**src/rtl/event_pkg.sv**
```systemverilog
// Shared types and constants for the event arbiter and the event FIFO it feeds.
package event_pkg;

  localparam int EVT_W     = 9;
  localparam int N_SRC_DEF = 4;
  localparam int N_SRC_MAX = 8;

  typedef logic [EVT_W-1:0] evt_t;

  function automatic logic [3:0] popcount8(input logic [7:0] v);
    logic [3:0] c;
    c = '0;
    for (int i = 0; i < 8; i++) begin
      c = c + {3'b000, v[i]};
    end
    return c;
  endfunction

endpackage

```
**src/rtl/rr_arbiter.sv**
```systemverilog
// Combinational grant selection: round-robin from ptr+1, or fixed priority with
// index 0 highest.
module rr_arbiter #(
  parameter int N  = 4,
  parameter int IW = 2
) (
  input  logic [N-1:0]  req,
  input  logic [IW-1:0] ptr,
  input  logic          prio_mode,
  output logic [N-1:0]  grant,
  output logic [IW-1:0] index,
  output logic          any
);

  int s_idx;

  always_comb begin
    index = '0;
    s_idx = 0;
    any   = |req;
    if (prio_mode) begin
      for (int i = N - 1; i >= 0; i--) begin
        if (req[i]) index = IW'(i);
      end
    end else begin
      // Walk the search order backwards so the last hit is the first in order.
      for (int k = N; k >= 1; k--) begin
        s_idx = int'(ptr) + k;
        if (s_idx >= N) s_idx = s_idx - N;
        if (req[s_idx]) index = IW'(s_idx);
      end
    end
    grant = '0;
    for (int i = 0; i < N; i++) begin
      grant[i] = any && (index == IW'(i));
    end
  end

endmodule

```
**src/rtl/event_arbiter.sv**
```systemverilog
// Arbitrates N_SRC event requesters into a single event FIFO write port and
// counts events discarded from disabled sources.
module event_arbiter #(
  parameter int N_SRC = event_pkg::N_SRC_DEF,
  parameter int EVT_W = event_pkg::EVT_W,
  localparam int IW   = $clog2(N_SRC)
) (
  input  logic                   aclk,
  input  logic                   aresetn,
  input  logic [N_SRC-1:0]       src_valid,
  input  logic [N_SRC*EVT_W-1:0] src_data,
  output logic [N_SRC-1:0]       src_ready,
  input  logic [N_SRC-1:0]       src_en,
  input  logic                   prio_mode,
  input  logic                   fifo_full,
  input  logic                   fifo_afull,
  output logic                   wr_en,
  output logic [EVT_W-1:0]       data_out,
  output logic [IW-1:0]          grant_id,
  output logic [15:0]            drop_cnt
);

  import event_pkg::popcount8;

  logic             wr_en_q, wr_en_d;
  logic [EVT_W-1:0] data_q, data_d;
  logic [IW-1:0]    gid_q, gid_d;
  logic [IW-1:0]    rr_ptr_q, rr_ptr_d;
  logic [15:0]      drop_q, drop_d;

  logic             space_ok;
  logic             any_req;
  logic             do_grant;
  logic [N_SRC-1:0] elig;
  logic [N_SRC-1:0] drop_v;
  logic [N_SRC-1:0] grant_raw;
  logic [N_SRC-1:0] grant;
  logic [IW-1:0]    gidx;
  logic [EVT_W-1:0] sel_data;
  logic [7:0]       drop_ext;
  logic [16:0]      drop_sum;

  // The afull term covers the write already registered but not yet in the FIFO.
  assign space_ok = !fifo_full && !(wr_en_q && fifo_afull);
  assign elig     = src_valid & src_en;
  assign drop_v   = src_valid & ~src_en;

  rr_arbiter #(
    .N  (N_SRC),
    .IW (IW)
  ) u_rr_arbiter (
    .req       (elig),
    .ptr       (rr_ptr_q),
    .prio_mode (prio_mode),
    .grant     (grant_raw),
    .index     (gidx),
    .any       (any_req)
  );

  assign do_grant  = space_ok && any_req;
  assign grant     = space_ok ? grant_raw : '0;
  assign src_ready = aresetn ? (grant | ~src_en) : '0;

  always_comb begin
    sel_data = '0;
    for (int i = 0; i < N_SRC; i++) begin
      if (gidx == IW'(i)) sel_data = src_data[i*EVT_W +: EVT_W];
    end
  end

  always_comb begin
    drop_ext = 8'(drop_v);
    drop_sum = {1'b0, drop_q} + {13'b0, popcount8(drop_ext)};
    drop_d   = drop_sum[16] ? 16'hFFFF : drop_sum[15:0];
  end

  always_comb begin
    wr_en_d  = do_grant;
    data_d   = data_q;
    gid_d    = gid_q;
    rr_ptr_d = rr_ptr_q;
    if (do_grant) begin
      data_d   = sel_data;
      gid_d    = gidx;
      rr_ptr_d = gidx;
    end
  end

  always_ff @(posedge aclk or negedge aresetn) begin
    if (!aresetn) begin
      wr_en_q  <= 1'b0;
      data_q   <= '0;
      gid_q    <= '0;
      rr_ptr_q <= IW'(N_SRC - 1);
      drop_q   <= '0;
    end else begin
      wr_en_q  <= wr_en_d;
      data_q   <= data_d;
      gid_q    <= gid_d;
      rr_ptr_q <= rr_ptr_d;
      drop_q   <= drop_d;
    end
  end

  assign wr_en    = wr_en_q;
  assign data_out = data_q;
  assign grant_id = gid_q;
  assign drop_cnt = drop_q;

endmodule

```
**config.mk**
```make
export PLATFORM = sky130hd
export DESIGN_NAME = event_arbiter
export DESIGN_NICKNAME = d
export VERILOG_FILES = /design/src/rtl/event_pkg.sv /design/src/rtl/rr_arbiter.sv /design/src/rtl/event_arbiter.sv
export SDC_FILE = /design/constraint.sdc
export NUM_CORES = 1
export LEC_CHECK = 0
export ABC_AREA = 1
export CAP_MARGIN = 20
export CORE_MARGIN = 2
export CORE_UTILIZATION = 35
export CTS_CLUSTER_DIAMETER = 120
export DETAILED_ROUTE_END_ITERATION = 16
export PLACE_DENSITY = 0.7
export SLEW_MARGIN = 20
export SYNTH_ARGS = -nofsm -noshare
export SYNTH_HDL_FRONTEND = slang
export SYNTH_SLANG_ARGS = --single-unit
```
**constraint.sdc**
```tcl
create_clock -name aclk -period 2.9 [get_ports aclk]
set_clock_uncertainty 0.15 [all_clocks]
set_input_delay 0.58 -clock aclk [delete_from_list [all_inputs] [get_ports aclk]]
set_output_delay 0.58 -clock aclk [all_outputs]
set_load 0.03 [all_outputs]
```
[Yosys cells after proc, flatten, opt, wreduce, memory -nomap -nowiden]
Index checks and enable logic that the tools add are counted.
Widths: inputs -> output; s select.
Word-level totals
  register bits after elaboration: 30
  input port bits: 49
  output and inout bits: 32
  word-level logic and storage cells: 79
Cells by class
  $add $sub $neg: 12
  order comparisons: 8
  eq/ne operators: 3
  mux-type cells: 36
  bitwise gates (word level): 4
  reductions and logical operators: 11
Operators with widths (number)
  $mux 32: 8
  $ge 32x4->1 const B: 4
  $lt 32x4->1 const B: 4
  $sub 32x4->32 const B: 4
  $mux 9: 4
  $mux 2: 9
  $add 16x4->17: 1
  $mux 16: 1
  $and 4x4->4: 2
  $bmux 1 s2: 4
  $mux 1: 8
  $mux 4: 2
  $logic_and 1x1->1: 7
  $add 2x2->3 const B: 2
  $add 2x3->4 const B: 1
  $add 3x1->4: 1
  $eq 2x2->1 const B: 2
  $not 4->4: 1
  $or 4x4->4: 1
  $reduce_or 4->1: 1
  $add 2x1->3: 1
  $add 2x1->3 const B: 1
  $add 1x1->2: 1
  $eq 2x1->1 const B: 1
  other kinds (2): 3

[Longest topological paths before layout]
  word-level depth: 17
  gate-level depth with buffers: 17
  depth with buffers taken out: 17

[Cells and area by module]
A second synthesis with hierarchy kept.
Second synthesis, totals
  cell total of the unflattened synthesis: 316
  area, all modules: 2138.3 sq um
By module, submodules not included
  event_arbiter: times used 1, cells an instance 255, area an instance 1870.5 sq um, seq. area each 753.2 sq um
  rr_arbiter: times used 1, cells an instance 61, area an instance 267.8 sq um, seq. area each 0.0 sq um

[Worst setup path after synthesis]
OpenSTA, ideal clock, no wires.
  path kind: input -> register
  start point: in src_en[0]
  end point: reg drop_q[10] (netlist: drop_cnt[10])
  library setup time: 0.065 ns
  arrival time: 2.902 ns
  data required time: 2.685 ns
  setup slack: -0.216 ns
  stages on the path: 15
  path buffers: 0
  cell sequence: inv_1 > nand2_1 > fa_1 > fa_1 > inv_1 > fa_1 > nand3_1 > nor3_1 > inv_1 > nor2_1 > inv_1 > nor2_1 > nand3_1 > o21ai_0 > a21o_1
On the way
  cells in the longest elaborated chain, start to end: 7
RTL lines
  start: declaration: line event_arbiter.sv:13  | input logic [N_SRC-1:0] src_en,
  $not 4->4: line event_arbiter.sv:46  | assign drop_v = src_valid & ~src_en;
  $and 4x4->4: line event_arbiter.sv:46
  $add 1x1->2: line event_pkg.sv:14  | c = c + {3'b000, v[i]};
  $add 2x1->3: line event_pkg.sv:14
  $add 3x1->4: line event_pkg.sv:14
  $add 16x4->17: line event_arbiter.sv:73  | drop_sum = {1'b0, drop_q} + {13'b0, popcount8(drop_ext)};
  $mux 16: line event_arbiter.sv:74  | drop_d = drop_sum[16] ? 16'hFFFF : drop_sum[15:0];
  named net drop_d[10]: line event_arbiter.sv:29  | logic [15:0] drop_q, drop_d;
  end signal: assignment: line event_arbiter.sv:101  | drop_q <= drop_d;
  end: declaration: line event_arbiter.sv:29
The timed path passes the listed nets, and every way through them passes these cells.
A chain may end at the register's enable or synchronous reset.

[Worst setup path after layout]
  start point: in src_en[2]
  end point: reg drop_q[14] (netlist: drop_cnt[14])
On the way
  cells in the longest elaborated chain, start to end: 6
RTL lines (line)
  $not 4->4: event_arbiter.sv:46
  $and 4x4->4: event_arbiter.sv:46
  $add 2x1->3: event_pkg.sv:14
  $add 3x1->4: event_pkg.sv:14
  $add 16x4->17: event_arbiter.sv:73
  $mux 16: event_arbiter.sv:74
  named net drop_d[14]: event_arbiter.sv:29
The timed path passes the listed nets, and every way through them passes these cells.

==> implementation parameters <==
Parameter                              Value

Status
  Result of the run ... complete, but fails checks
  Failing checks ... setup timing

Place
  Global placement routability congestion ... a little under 0.9
  Count of placed standard cells including taps ... 463
  Post-placement cell area ... 3130 sq um
  Sum of net half-perimeters after detailed placement ... 4550 um
  Number of buffers inserted by port buffering ... 80

Logic synthesis
  Post-Syn Nets ... 341
  #FFs+latches synth ... 30
  Library cell with the largest summed area after synthesis ... sky130_fd_sc_hd__dfrtp_1
  Synth cell types ... 29
  Combined area of all synthesized cells ... slightly above 2000 sq um
  Ys Warns ... 0
  Mean cell area of the mapped netlist ... 7.01 sq um
  Cells after synthesis ... 288
  Share of the yosys chip area belonging to registers ... between 30% and 40%
  Biggest area contributors in the synthesized netlist ... sky130_fd_sc_hd__dfrtp_1, sky130_fd_sc_hd__nand2_1, sky130_fd_sc_hd__nand3_1
  Prevailing post-synth register cell ... sky130_fd_sc_hd__dfrtp_1
  Share of the synthesized area in the top cell type ... between 30% and 40%
  FFs w/ async S/R, synth ... 100%
  Number of enable-type register cells in the synthesized netlist ... 0

Power and ir drop
  Sequential fraction of design power ... a little under a quarter
  Static Leak ... 1.70 nW
  Net switching share of the total power ... 42.9%
  Power per unit of standard cell area ... a little over 800 nW/um^2
  Share of power burned in combinational logic ... approximately 59%
  Maximum resistive drop on vdd ... between 600 and 700 uV
  Clock power share ... around 18%
  Pint ... ~1.7 mW
  Net load switching power ... 1.28 mW

Timing
  Final critical-path setup slack ... -25.9 ps
  Part of the cycle the worst path needs ... 101%
  Worst slew margin relative to its limit ... between 50 and 60%
  Hold violation total from the final report ... 0
  Highest clock rate ... 342 MHz
  Number of pins exceeding their max-slew limit in the final report ... 0
  Setup_tns ... -48.9 ps
  Setup repair after global routing missed its margin ... true
  Finish-stage setup viols ... 3
  Worst Tran Pin Value ... around 600 ps
  Shortest clock period the worst path allows after layout ... just under 3000 ps

Critical path
  Largest fanout of any net on the critical path ... 5
  Category of the critical setup timing path ... in -> reg
  Required time at the endpoint of the critical path ... between 2000 and 3000 ps
  Worst setup SP type ... input port
  Delay contributed by the slowest stage of the critical path ... 470 ps
  Crit path capture type ... flop
  Sequence of cells on the critical path ... buf_12 > inv_12 > nand2_4 > fa_1 > fa_2 > inv_2 > fa_2 > nand3_4 > nor3_4 > inv_2 > nor2_4 > inv_2 > nor3_4 > a31oi_1 > a31oi_1
  Buffering stage count on the worst path with inverters included ... 5
  Most numerous cell on the critical path ... sky130_fd_sc_hd__inv_2
  Data arrival at the endpoint of the critical path ... between 2000 and 3000 ps
  Reg2Reg Setup Slack ... 20 ps
  Critical-path top delay cell ... sky130_fd_sc_hd__fa_1
  Category of cells accounting for the largest share of critical-path delay ... adder cells

Clock network
  Cts hold-fix bufs ... 0
  Number of buffers between clock root and the deepest sink ... 2
  Depth of the CTS H-tree ... 2
  Number of sinks driven by the clock tree ... 30
  CTS tree ... yes
  Clock input transition at the sequential cells of the worst setup and hold paths ... 70 ps
  Clock insertion delay at the later pin of the skew report ... around 280 ps
  Buffer type at the clock tree root ... sky130_fd_sc_hd__clkbuf_8
  Clock buffers created by TritonCTS ... 5

Final layout
  Final Core Density ... between 60% and 70%
  Top library cells by usage in the layout, fill and taps aside ... sky130_fd_sc_hd__nand2_1, sky130_fd_sc_hd__clkdlybuf4s50_1, sky130_fd_sc_hd__buf_4
  Layout overhead on the synthesized area ... 79.7%
  Layout Nets ... 466
  # diodes ... 0
  Most common library cell in the layout ignoring fill and taps ... sky130_fd_sc_hd__nand2_1
  Post-route cell area ... 3630 sq um
  Layout Cells excl Fill ... between 400 and 500
  Share of post-route cells with drive strength above 1 ... 32.9%

Drt
  Total via count after detailed routing ... approximately 2400
  Length of the first detailed-routing pass in iterations ... 4
  Antenna-violating nets left ... 0
  DRC violations left ... 0
  Routed WL ... roughly 6400 um
  Routed wire length per instance ... around 13 um
  Drt initial violations ... approximately 110
  Via density per instance ... about 4.9

Global route
  GRT Overall Usage ... ~20%
  GR met2 Demand/Resource ... 34.6%
  GRT busiest layer ... met2
  Grt met3 use ... between 4 and 5%
  Leftover overflow at the end of global routing ... 0
  Vias in the first global route ... 2259
  Number of antenna violations at the first check in global routing ... 0
  Met1 demand-to-capacity share in global routing ... roughly 26%
  First-pass GRT wire length ... between 10000 and 15000 um
  Pin count of the biggest net entering global routing ... 31

Die
  Number of primary I/O pins ... 81
  Horizontal die dimension ... 80.0 um
  Core outline area ... ~5500 sq um
  Number of placement rows ... 27
  Initial cell density of the core ... a little over a third
  Area of the die ... 6390 sq um
  Die Ht ... between 70 and 80 um

Hold path
  Hold crit path type ... reg -> reg

Flow run
  # Max-Cap Violations ... 0
-- cells in the mapped netlist (3+ instances only) --
cell,number
sky130_fd_sc_hd__fa_1,3
sky130_fd_sc_hd__nand4_1,8
sky130_fd_sc_hd__o21ai_1,3
sky130_fd_sc_hd__inv_1,31
sky130_fd_sc_hd__nand2_2,4
sky130_fd_sc_hd__dfrtp_1,28
sky130_fd_sc_hd__nand3_1,40
sky130_fd_sc_hd__a31oi_1,4
sky130_fd_sc_hd__xor2_1,3
sky130_fd_sc_hd__a21oi_1,8
sky130_fd_sc_hd__nand2_1,98
sky130_fd_sc_hd__nor2_1,19
sky130_fd_sc_hd__o21ai_0,12
sky130_fd_sc_hd__buf_6,4
-- power groups by stage --
stage / clock network [mW] / logic, mW / registers [mW]
floorplan: 0 / 0.696 / 0.920
global placement: 0 / 1.48 / 0.700
detailed placement: 0 / 1.50 / 0.699
CTS: 0.542 / 1.60 / 0.692
global route: 0.561 / 1.91 / 0.714
finish: 0.532 / 1.76 / 0.694
-- flip-flops by register name (all words and copies together) (netlist names) --
signal,cells
data_out,9
drop_cnt,16
grant_id,2
rr_ptr_q,2
wr_en,1
-- final cells by class --
class,instances,area [sq um]
multi-input cells,217,1330
fillers,480,1910
well taps,72,90.1
inverters,34,148
repair buffers,125,1160
clock inverters,2,60.1
clock buffers,6,82.6
flip-flops and latches,30,753
-- routing by layer --
| layer | routed length [um] | part of all wire, % | vias to the layer above |
|---|---|---|---|
| met1 | 2850 | 44 | 1116 |
| met2 | 3210 | 50 | 63 |
| met3 | 350 | 5.4 | 4 |
| li1 | - | - | 1176 |
| met5 | 0 | 0 | - |
| met4 | 38 | 0.59 | 0 |
-- worst reg2reg max path, cell delays in order (launching register included) --
cell                      delay [ps]
sky130_fd_sc_hd__dfrtp_1         360
sky130_fd_sc_hd__inv_1            60
sky130_fd_sc_hd__fa_1            500
sky130_fd_sc_hd__fa_2            350
sky130_fd_sc_hd__inv_2            70
sky130_fd_sc_hd__fa_2            230
sky130_fd_sc_hd__nand3_4         100
sky130_fd_sc_hd__nor3_4          220
sky130_fd_sc_hd__inv_2            70
sky130_fd_sc_hd__nor2_4          120
sky130_fd_sc_hd__inv_2            70
sky130_fd_sc_hd__nor3_4          200
sky130_fd_sc_hd__a31oi_1         120
sky130_fd_sc_hd__a31oi_1         170
-- logic make-up after synthesis --
| family | Yosys count | share of synthesized area (%) |
|---|---|---|
| simple gates | 179 | 39.7 |
| fa+ha+maj | 4 | 3.59 |
| flops | 30 | 37.3 |
| xor+xnor | 5 | 2.17 |
| buf+inv | 41 | 9.54 |
| compound gates | 29 | 7.74 |
-- repair_timing --
action | 4_1_cts | 5_1_grt
endpoints found under the setup margin | 20 | 20
resized for setup | 44 | 49
setup buffers | 10 | 6
pin swaps | 24 | 35
-- stage by stage --
step                setup WS, ps  total power, mW  hold WS, ps
floorplan                  -8.96             1.62          134
global placement            -697             2.18          313
detailed placement          -795             2.20          314
CTS                        -50.7             2.83          332
global route                -143             3.18          350
finish                     -25.9             2.98          330
-- worst paths after layout --
check | cells after the start | end | start
max reg2reg | 13 | drop_cnt[14] | drop_cnt[0]
min reg2reg | 2 | data_out[0] | data_out[0]
min | 2 | data_out[0] | data_out[0]
max | 15 | drop_cnt[14] | src_en[2]
max in group asynchronous | 2 | rr_ptr_q[1] | aresetn
min in group asynchronous | 2 | data_out[4] | aresetn
(Power assumes the default switching activity.)
